## config.mk

```make
export PLATFORM = sky130hd
export DESIGN_NAME = nibble_serial_subtractor_16bit
export DESIGN_NICKNAME = d
export VERILOG_FILES = /design/src/rtl/nibble_serial_subtractor_16bit.sv
export SDC_FILE = /design/constraint.sdc
export NUM_CORES = 1
export LEC_CHECK = 0
export CAP_MARGIN = 20
export CORE_ASPECT_RATIO = 0.6
export CORE_MARGIN = 2
export CORE_UTILIZATION = 40
export CTS_BUF_LIST = sky130_fd_sc_hd__clkbuf_8
export DETAILED_ROUTE_END_ITERATION = 6
export GPL_TIMING_DRIVEN = 0
export PLACE_DENSITY = 0.62
export SYNTH_ARGS = -nofsm -noshare
export SYNTH_HDL_FRONTEND = slang
export SYNTH_SLANG_ARGS = --single-unit
```

## constraint.sdc

```tcl
create_clock -name clk -period 7.15 [get_ports clk]
set_input_delay 1.7875 -clock clk [delete_from_list [all_inputs] [get_ports clk]]
set_output_delay 1.7875 -clock clk [all_outputs]
set_load 0.01 [all_outputs]
```

## src/rtl/nibble_serial_subtractor_16bit.sv

```systemverilog
// -----------------------------------------------------------------------------
// nibble_serial_subtractor_16bit
//
// Digit-serial subtractor: diff = a - b (mod 2^WIDTH), DIGIT bits per clock,
// least-significant digit first. A registered borrow links one digit step to
// the next, so a single DIGIT-wide subtract stage is reused NDIG times.
//
// Flow: IDLE accepts operands -> BUSY runs NDIG digit steps -> DONE presents
// the result until the consumer takes it -> IDLE.
//
// Ports
//   clk        in   rising-edge clock
//   rst        in   synchronous, active-high reset
//   in_valid   in   operands a/b valid
//   in_ready   out  block can accept operands (IDLE only)
//   a          in   minuend   [WIDTH-1:0]
//   b          in   subtrahend [WIDTH-1:0]
//   out_valid  out  result valid (DONE only)
//   out_ready  in   consumer accepts result
//   diff       out  a - b modulo 2^WIDTH [WIDTH-1:0]
//   bout       out  final borrow, 1 iff a < b (unsigned)
//   ovf        out  signed overflow of the two's-complement subtraction
// -----------------------------------------------------------------------------
module nibble_serial_subtractor_16bit #(
    parameter int WIDTH = 16,
    parameter int DIGIT = 4
) (
    input  logic             clk,
    input  logic             rst,
    input  logic             in_valid,
    output logic             in_ready,
    input  logic [WIDTH-1:0] a,
    input  logic [WIDTH-1:0] b,
    output logic             out_valid,
    input  logic             out_ready,
    output logic [WIDTH-1:0] diff,
    output logic             bout,
    output logic             ovf
);

    localparam int NDIG  = WIDTH / DIGIT;
    localparam int CNT_W = (NDIG > 1) ? $clog2(NDIG) : 1;

    typedef enum logic [1:0] {
        IDLE = 2'd0,
        BUSY = 2'd1,
        DONE = 2'd2
    } state_t;

    state_t             r_state;
    state_t             w_next_state;
    logic               w_accept;
    logic               w_last;

    logic [WIDTH-1:0]   r_a;
    logic [WIDTH-1:0]   r_b;
    logic [WIDTH-1:0]   r_diff;
    logic               r_borrow;
    logic [CNT_W-1:0]   r_cnt;
    logic               r_bout;
    logic               r_ovf;

    logic [DIGIT-1:0]   w_a_dig;
    logic [DIGIT-1:0]   w_b_dig;
    logic [DIGIT:0]     w_sub;

    // Digit currently being processed.
    assign w_a_dig = r_a[r_cnt*DIGIT +: DIGIT];
    assign w_b_dig = r_b[r_cnt*DIGIT +: DIGIT];

    // One extra bit on the left: the subtraction goes negative exactly when
    // a_dig < b_dig + borrow_in, and that shows up as a 1 in bit DIGIT.
    assign w_sub = {1'b0, w_a_dig} - {1'b0, w_b_dig} - {{DIGIT{1'b0}}, r_borrow};

    assign w_last = (r_cnt == CNT_W'(NDIG - 1));

    // -------------------------------------------------------------------------
    // State register
    // -------------------------------------------------------------------------
    // NOTE: sequential state is updated with non-blocking assignments so every
    // register samples values from before the edge, independent of block order.
    always_ff @(posedge clk) begin
        if (rst) begin
            r_state <= IDLE;
        end else begin
            r_state <= w_next_state;
        end
    end

    // -------------------------------------------------------------------------
    // Next-state and handshake outputs
    // -------------------------------------------------------------------------
    // NOTE: every signal driven here gets a default before the case statement;
    // a path that left one unassigned would infer a latch.
    always_comb begin
        w_next_state = r_state;
        in_ready     = 1'b0;
        out_valid    = 1'b0;
        w_accept     = 1'b0;

        case (r_state)
            IDLE: begin
                in_ready = 1'b1;
                if (in_valid) begin
                    w_accept     = 1'b1;
                    w_next_state = BUSY;
                end
            end
            BUSY: begin
                if (w_last) begin
                    w_next_state = DONE;
                end
            end
            DONE: begin
                out_valid = 1'b1;
                if (out_ready) begin
                    w_next_state = IDLE;
                end
            end
            default: begin
                w_next_state = IDLE;
            end
        endcase
    end

    // -------------------------------------------------------------------------
    // Datapath
    // -------------------------------------------------------------------------
    // diff/bout/ovf are only written in BUSY, so they hold through DONE and
    // keep their last values after the output handshake.
    always_ff @(posedge clk) begin
        if (rst) begin
            r_a      <= '0;
            r_b      <= '0;
            r_diff   <= '0;
            r_borrow <= 1'b0;
            r_cnt    <= '0;
            r_bout   <= 1'b0;
            r_ovf    <= 1'b0;
        end else if (w_accept) begin
            r_a      <= a;
            r_b      <= b;
            r_borrow <= 1'b0;
            r_cnt    <= '0;
        end else if (r_state == BUSY) begin
            r_diff[r_cnt*DIGIT +: DIGIT] <= w_sub[DIGIT-1:0];
            r_borrow                     <= w_sub[DIGIT];
            r_cnt                        <= r_cnt + CNT_W'(1);
            if (w_last) begin
                r_bout <= w_sub[DIGIT];
                // Overflow only possible when operand signs differ; it happened
                // if the result sign disagrees with the minuend sign.
                r_ovf  <= (r_a[WIDTH-1] != r_b[WIDTH-1]) &&
                          (w_sub[DIGIT-1] != r_a[WIDTH-1]);
            end
        end
    end

    assign diff = r_diff;
    assign bout = r_bout;
    assign ovf  = r_ovf;

endmodule

```

==> impl_metrics.csv, run 1 <==
group,metric,value,unit
clock_network,cts_hold_buf,0,
routing,viasPerCell,4.86,
yosys,synth_top_family_by_area,"simple AND/OR/NAND/NOR gates",
yosys,synthXorXnorAreaFrac,1.11,%
yosys,synth_top_area_share,46.4,%
run_status,status,"finished clean",
layout,final_nets,380,
global_routing,grt_pass1_wl,9150,um
clock_network,cts_root_buffer,"clkbuf_8",
yosys,yosys.area_share.adder,6.96,%
power,combPwrFrac,17.2,%
yosys,synthMuxAreaShare,8.43,%
clock_network,post-cts-setup-buffers,0,
place,dpl.hpwl,4130,um
power,power.internal,0.483,mW
floorplan,start_util,42.0,%
worst_setup_path,crit_chain,"buf_1 > mux4_2 > fa_1 > inv_1 > ha_1 > nand2b_1 > a21oi_2 > xnor2_1 > nand3b_1 > a311oi_1",
yosys,yosys.area.top_type,"dfxtp_1",
sta,fmax,279,MHz
global_routing,grt-ovfl-total,0,
hold_path,hold_class,"flip-flop to flip-flop",
sta,fin_crit,3.59,ns
place,gp_congestion,0.753,
power,leakagePower,1.14,nW
sta,finalWorstSetupSlack,3.56,ns
floorplan,die_height,63.7,um
global_routing,grt_max_degree,17,
layout,final_cell_mix,"nand2_1, dfxtp_1, clkdlybuf4s50_1",
routing,ant_nets,0,
layout,area_growth,31.9,%
place,placement.cell_area,3010,um2
sta,hold-worst-slack,0.459,ns
clock_network,ctsResizeCount,0,
sta,setup_tns,0,ns
clock_network,h-tree-depth,2,
place,dp_slack,3.56,ns
routing,wl,5500,um
floorplan,io-pin-count,56,
yosys,synth_warnings,0,
routing,drt_iter0_drc,91,
routing,first_pass_iters,6,
sta,slew_headroom,48.5,%
sta,worstMarginPinSlew,0.773,ns
sta,rsz0062_at_grt,"no",
yosys,ys_seq_area_share,46.4,%
layout,design_area,3130,um2
yosys,synth_compound_area_share,14.1,%
worst_setup_path,path_class,"flip-flop to flip-flop",
routing,via_count,2007,
clock_network,path_clk_slew,0.09,ns
power,power_frac_seq,50.4,%
power,p_per_area,208,nW/um2
yosys,syn-cell-area,2370,um2
layout,diodes,0,
global_routing,grt_usage,18.1,%
worst_setup_path,worstPathArrival,3.80,ns
yosys,netlist_instances,271,
sta,slew_violations,0,
sta,period_share,50.1,%
floorplan,core_area,5650,um2
worst_setup_path,worst_path_max_delay_cell,"buf_1",
clock_network,cts_buffers,5,
floorplan,die_w,103,um
worst_setup_path,crit_path_start_kind,"flip-flop",
worst_setup_path,cp_max_fo,10,
worst_setup_path,slowest_delay,0.63,ns
sta,clock_skew,0.00585,ns
layout,final_common_cell,"nand2_1",
routing,drt_drc_violations_left,0,
power,clkPwrFrac,32.4,%
sta,setup-violations-final,0,
worst_setup_path,critPathTopFamily,"buffers and inverters",
worst_setup_path,crit_path_end_kind,"flip-flop",
yosys,synth-seq-cells,55,
floorplan,rows,21,
clock_network,clkLatencyLatePin,0.30,ns
floorplan,die_area,6590,um2
sta,timing.final.hold_violations,0,
routing,wl_per_cell,13.3,um
clock_network,cts_tree,"built",
power,ir_worst_vdd,87.2,uV
yosys,post_synth.cell_area_avg,8.76,um2
yosys,synth_area_leaders,"dfxtp_1, nand2_1, mux4_2",
yosys,synth.net_count,319,
job,max_cap_viol_count,0,
worst_setup_path,worstPathRequired,7.37,ns
layout,final_layout_size_suffix_gt1_share,5.41,%
yosys,netlist-cell-type-count,26,
power,switching_share,25.7,%
clock_network,clockBufferDepth,2,
global_routing,grt_pass1_vias,1891,
yosys,synth-simple-area-share,18.3,%
place,port_buffers,54,
power,p_sw,0.167,mW
global_routing,antenna_found_initial,0,
clock_network,cts_num_sinks,55,
worst_setup_path,critPathBufInv,2,
-- worst reg2reg max path, delay by kind of cell (launching register included) --
| family | cells | cell delay, ns |
|---|---|---|
| AO/OA/AOI/OAI | 2 | 0.30 |
| XOR/XNOR | 1 | 0.56 |
| adder cells (fa/ha/maj) | 2 | 0.55 |
| buffers and inverters | 2 | 0.74 |
| flip-flops | 1 | 0.48 |
| multiplexers | 1 | 0.62 |
| AND/OR/NAND/NOR | 2 | 0.26 |
-- per-layer routing --
layer,part of all wire (%),routed length [um],global-route usage [%],up-vias
met1,54,2970,28.9,917
met2,39,2170,24.1,55
li1,-,-,-,1033
met4,0.40,22,3.45,0
met3,6.2,341,4.77,2
met5,0,0,0,-
-- flip-flops by register name, indices dropped and copies added, names as in the netlist --
register and flops:
r_state 2, r_cnt 2, r_borrow 1, r_a 16, bout 1, ovf 1
r_b 16, diff 16
-- synthesized netlist by cell type (all sizes together) --
library cell,n
clkbuf,13
nor3,1
nand2b,2
dfxtp,55
nor2,22
and2,2
nor2b,2
o21bai,1
a311oi,1
a21oi,36
or3b,1
xnor2,1
xor2,2
buf,3
ha,10
inv,13
nand3b,1
mux4,8
nor4b,1
fa,2
mux2i,2
nor4,3
a22oi,18
nand2,71
-- cells by family (layout without fill, tap and decap cells) --
group	Yosys count	count (layout)
simple gates	106	106
compound gates	56	56
flops	55	55
buf+inv	29	91
fa+ha+maj	12	12
mux	10	10
xor+xnor	3	3
-- final timing paths --
path / from / to / slack, ns / cells past startpoint
worst min-delay path: r_a[13] / r_a[13] / 0.46 / 2
worst max register to register: r_cnt[0] / ovf / 3.56 / 10
worst max-delay path: r_cnt[0] / ovf / 3.56 / 10
worst min register to register: r_a[13] / r_a[13] / 0.46 / 2
-- per-stage QoR --
stage               utilization [%]  instances  total power, mW
floorplan                         -        271            0.399
global placement               53.4        405            0.445
detailed placement             53.4        405            0.446
CTS                            55.4        413            0.656
global route                   55.4        413            0.687
finish                         55.4        413            0.650
-- power groups by stage --
stage / clock network [mW] / registers [mW] / logic (mW)
6_report: 0.211 / 0.328 / 0.112
5_1_grt: 0.232 / 0.329 / 0.125
4_1_cts: 0.216 / 0.328 / 0.112
3_5_place_dp: 0 / 0.335 / 0.111
3_3_place_gp: 0 / 0.334 / 0.110
2_1_floorplan: 0 / 0.333 / 0.0660
-- cell type report --
class | instances | area [um2]
fillers | 567 | 2520
multi-input cells | 187 | 1160
flip-flops and latches | 55 | 1100
repair buffers | 54 | 541
well taps | 80 | 100
clock buffers | 6 | 82.6
plain buffers | 16 | 61.3
inverters | 13 | 48.8
clock inverters | 2 | 35.0
Note: power is estimated with default switching activity, not from simulation.
==> run 2: changes to the inputs <==
Clock period 7.15 ns to 3.3 ns, I/O delays scaled along.
==> run 2 against run 1 <==
Utilization increased by 0.20 points. First-iteration DRC count increased by 11%. Cell count stayed put. Sequential share of layout area down 0.13 points. Wire length about the same. Largest power group unchanged. Clock skew about the same. Die area unchanged. Combinational power increased by 120%. Non-clock buffer count unchanged. Sequential power grew 120%. Maximum frequency increased by 15%. Highest routed layer unchanged.
==> impl_metrics.csv, run 2 (synthesis results as in run 1) <==
group,metric,value,unit
run_status,status,"finished clean",
power,leakagePower,1.15,nW
clock_network,cts_buffers,5,
layout,instances_no_fill,413,
sta,timing.final.hold_violations,0,
worst_setup_path,path_class,"flip-flop to flip-flop",
place,dp.cells,405,
sta,slew_headroom,50.2,%
floorplan,die_height,63.7,um
sta,clock_skew,0.00607,ns
routing,drt_iter0_drc,101,
global_routing,antenna_found_initial,0,
clock_network,cts_tree,"built",
worst_setup_path,crit_path_start_kind,"flip-flop",
place,dp_slack,-0.295,ns
place,port_buffers,54,
sta,fin_crit,3.11,ns
worst_setup_path,slowest_delay,0.55,ns
power,finalPower,1.41,mW
layout,diodes,0,
worst_setup_path,worstRegToRegCells,9,
power,power_frac_seq,50.2,%
power,combPwrFrac,17.5,%
sta,worstMarginPinSlew,0.736,ns
layout,final_nets,380,
clock_network,path_clk_slew,0.09,ns
sta,finalWorstSetupSlack,0.193,ns
layout,final_common_cell,"nand2_1",
sta,rsz0062_at_grt,"no",
global_routing,grt_pass1_wl,9200,um
routing,drt_drc_violations_left,0,
layout,design_area,3140,um2
routing,viasPerCell,4.86,
layout,seqCellArea,1100,um2
hold_path,hold_class,"flip-flop to flip-flop",
power,clkPwrFrac,32.3,%
sta,setup-violations-final,0,
sta,slew_violations,0,
power,ir_worst_vdd,189,uV
power,p_sw,0.363,mW
floorplan,core_area,5650,um2
floorplan,io-pin-count,56,
worst_setup_path,worstPathArrival,3.32,ns
clock_network,h-tree-depth,2,
layout,n_fill_cell,567,
routing,wl_per_cell,13.3,um
routing,via_count,2009,
clock_network,clkLatencyLatePin,0.30,ns
worst_setup_path,critPathTopFamily,"adder cells",
worst_setup_path,worstPathRequired,3.52,ns
power,p_per_area,450,nW/um2
power,switching_share,25.7,%
floorplan,die_area,6590,um2
layout,final_cell_mix,"nand2_1, dfxtp_1, clkdlybuf4s50_1",
clock_network,cts_root_buffer,"clkbuf_8",
global_routing,grt-ovfl-total,0,
worst_setup_path,crit_path_end_kind,"flip-flop",
floorplan,start_util,42.0,%
worst_setup_path,cp_max_fo,10,
sta,period_share,94.2,%
floorplan,die_w,103,um
hold_path,worstHoldPathCells,2,
power,power.internal,1.05,mW
floorplan,rows,21,
place,placement.cell_area,3010,um2
global_routing,grt_usage,18.2,%
worst_setup_path,worst_path_max_delay_cell,"mux4_2",
worst_setup_path,crit_cells,9,
sta,fmax,322,MHz
place,gp_congestion,0.753,
sta,setup_tns,0,ns
global_routing,grt_pass1_vias,1896,
routing,wl,5500,um
place,dpl.hpwl,4130,um
worst_setup_path,crit_chain,"buf_4 > mux4_2 > fa_1 > inv_1 > ha_1 > a21oi_2 > xnor2_2 > or3b_1 > a311oi_1",
routing,first_pass_iters,4,
clock_network,cts_num_sinks,55,
layout,area_growth,32.4,%
job,max_cap_viol_count,0,
layout,multi_input_area,1170,um2
global_routing,grt_max_degree,17,
clock_network,clockBufferDepth,2,
worst_setup_path,critPathBufInv,2,
layout,final_layout_size_suffix_gt1_share,6.01,%
routing,ant_nets,0,
## run 2: changes by cell type in the layout (fill, tap and decap cells not counted)
cell     change
buf_1        -1
xnor2_2      +1
buf_4        +1
xnor2_1      -1
## run 2: power by group through the flow
stage	Combinational, mW	Clock, mW	Sequential [mW]
2_1_floorplan	0.143	0	0.722
3_3_place_gp	0.239	0	0.725
3_5_place_dp	0.242	0	0.725
4_1_cts	0.248	0.468	0.710
5_1_grt	0.277	0.503	0.714
6_report	0.248	0.456	0.710
## run 2: per-layer routing
metal | track usage (%) | routed length [um] | vias to the layer above | share of wire (%)
met5 | 0 | 0 | - | 0
met2 | 24.5 | 2180 | 64 | 40
li1 | - | - | 1034 | -
met1 | 28.9 | 2920 | 909 | 53
met3 | 4.77 | 382 | 2 | 6.9
met4 | 3.45 | 22 | 0 | 0.40
## run 2: what timing repair did
| action | CTS | global route |
|---|---|---|
| setup endpoints to repair | 7 | 1 |
| resized for setup | 2 | 2 |
| buffers inserted | 0 | 0 |
| hold buffers | 0 | 0 |
## run 2: per-stage QoR
| step | utilization, % | hold WS (ns) |
|---|---|---|
| 2_1_floorplan | - | 0.433 |
| 3_3_place_gp | 53.4 | 0.442 |
| 3_5_place_dp | 53.4 | 0.447 |
| 4_1_cts | 55.6 | 0.461 |
| 5_1_grt | 55.6 | 0.479 |
| 6_report | 55.6 | 0.459 |
## run 2: final timing paths
check                 from      end  slack (ns)
setup / recovery  r_cnt[0]      ovf        0.19
hold / removal     r_a[13]  r_a[13]        0.46
setup reg to reg  r_cnt[0]      ovf        0.19
hold reg to reg    r_a[13]  r_a[13]        0.46
## run 2: worst min-delay path, delay by kind of cell (launching register included)
kind,cells,cell delay (ns)
DFF,1,0.32
AOI/OAI and AO/OA,1,0.05
and+or+nand+nor,1,0.05
## run 2: area by class of cell
type                            instances  share of cell area (%)
Clock inverter                          2                    1.11
Timing Repair Buffer                   54                    17.2
Tap cell                               80                    3.18
Sequential cell                        55                    35.0
Buffer                                 16                    2.07
Clock buffer                            6                    2.63
Inverter                               13                    1.55
Multi-Input combinational cell        187                    37.2
==> run 3: changes to the inputs <==
Clock period 3.3 ns to 3.05 ns, I/O delays scaled along.
==> run 3 against run 2 <==
Sequential power grew 8.0%. Clock power down 18%. Utilization is 0.24 points higher. Power up 1.0%. Largest cell class unchanged. Non-clock buffer count up 2. Maximum frequency increased by 9.5%. Critical path type unchanged.
==> impl_metrics.csv, run 3 (synthesis results as in run 1) <==
group,metric,value,unit
power,p_per_area,453,nW/um2
clock_network,clkLatencyLatePin,0.30,ns
floorplan,die_height,63.7,um
routing,viasPerCell,4.81,
job,max_cap_viol_count,0,
global_routing,grt-ovfl-total,0,
floorplan,io-pin-count,56,
routing,ant_nets,0,
sta,clock_skew,0.00766,ns
run_status,status,"finished clean",
routing,drt_iter0_drc,79,
place,port_buffers,54,
clock_network,cts_buffers,5,
worst_setup_path,cp_max_fo,10,
hold_path,hold_start,"r_a[0]",
routing,via_count,1995,
layout,final_cell_mix,"nand2_1, dfxtp_1, clkdlybuf4s50_1",
hold_path,hold_class,"flip-flop to flip-flop",
power,leakagePower,1.16,nW
clock_network,cts_num_sinks,55,
routing,first_pass_iters,4,
layout,final_layout_size_suffix_gt1_share,6.27,%
routing,wl_per_cell,13.0,um
sta,fin_crit,2.84,ns
sta,fmax,352,MHz
worst_setup_path,worstPathArrival,3.05,ns
floorplan,rows,21,
sta,period_share,93.0,%
sta,hold-worst-slack,0.455,ns
layout,final_nets,382,
sta,slew_headroom,51.3,%
routing,drt_drc_violations_left,0,
layout,design_area,3160,um2
hold_path,worstHoldPathCells,2,
floorplan,core_area,5650,um2
worst_setup_path,timing.rr.start,"r_cnt[1]",
worst_setup_path,crit_path_start_kind,"flip-flop",
clock_network,cts_tree,"built",
floorplan,start_util,42.0,%
sta,setup-violations-final,0,
worst_setup_path,r2r-end,"ovf",
sta,finalWorstSetupSlack,0.212,ns
clock_network,clockBufferDepth,2,
global_routing,antenna_found_initial,0,
worst_setup_path,worstPathRequired,3.26,ns
routing,wl,5410,um
sta,worstMarginPinSlew,0.720,ns
floorplan,die_area,6590,um2
place,dpl.hpwl,4080,um
clock_network,path_clk_slew,0.09,ns
layout,area_growth,33.0,%
clock_network,cts_root_buffer,"clkbuf_8",
worst_setup_path,worstRegToRegCells,9,
power,ir_worst_vdd,179,uV
sta,rsz0062_at_grt,"no",
layout,diodes,0,
layout,final_common_cell,"nand2_1",
global_routing,grt_max_degree,16,
place,placement.cell_area,3020,um2
worst_setup_path,path_class,"flip-flop to flip-flop",
clock_network,h-tree-depth,2,
worst_setup_path,reg2reg_slack,0.21,ns
global_routing,grt_usage,17.8,%
sta,timing.final.hold_violations,0,
global_routing,grt_pass1_vias,1852,
worst_setup_path,crit_path_end_kind,"flip-flop",
floorplan,die_w,103,um
place,gp_congestion,0.728,
sta,slew_violations,0,
place,dp_slack,-0.232,ns
global_routing,grt_pass1_wl,8960,um
layout,n_fill_cell,539,
hold_path,holdPathEnd,"r_a[0]",
## run 3: worst max-delay path: stages (launching register included)
cell and delay (ns):
dfxtp_1 0.39, buf_2 0.29, mux4_2 0.37, fa_1 0.41, inv_1 0.10, ha_1 0.26, a21oi_4 0.19, xnor2_4 0.12
or3b_1 0.37, a311oi_1 0.25
## run 3: how the worst max path moves through the flow
stage | slack (ns) | to | start | cells after the start
final | 0.21 | ovf | r_cnt[1] | 9
after global routing | 0.02 | ovf | r_cnt[1] | 9
after CTS | 0.06 | ovf | r_cnt[0] | 9
after detailed placement | -0.23 | ovf | r_cnt[0] | 9
after global placement | -0.19 | ovf | r_cnt[0] | 9
after floorplan | 0.17 | ovf | r_cnt[0] | 9
## run 3: timing repair
item | CTS | global route
gates resized for setup | 4 | 5
pin swaps | 0 | 0
hold buffers | 0 | 0
buffers inserted | 0 | 2
setup endpoints to repair | 6 | 1
## run 3: per-layer routing
metal	global-route usage, %	routed length, um
met4	3.45	29
met2	23.5	2100
met3	4.55	329
met1	28.8	2950
met5	0	0
## run 3: cell type report
class	count	area, um2	share of cell area (%)
buffer	16	77.6	2.46
tap	80	100	3.17
sequential	55	1100	35.0
timing repair buffer	56	556	17.6
clock buffer	5	68.8	2.18
clock inverter	3	12.5	0.396
multi-input combinational	187	1190	37.7
inverter	13	48.8	1.55
## run 3: metrics by stage
step / util, % / cells / TNS, ns / power (mW)
6_report: 55.9 / 415 / 0 / 1.43
5_1_grt: 55.9 / 415 / 0 / 1.51
4_1_cts: 55.1 / 413 / 0 / 1.43
3_5_place_dp: 53.4 / 405 / -0.398 / 1.05
3_3_place_gp: 53.4 / 405 / -0.253 / 1.04
2_1_floorplan: - / 271 / 0 / 0.936
## run 3: power by group
| part | switching, mW | internal [mW] | total (mW) |
|---|---|---|---|
| clock network | 0.219 | 0.155 | 0.374 |
| logic | 0.152 | 0.136 | 0.288 |
| registers | 0.0185 | 0.749 | 0.767 |
| total | 0.389 | 1.04 | 1.43 |
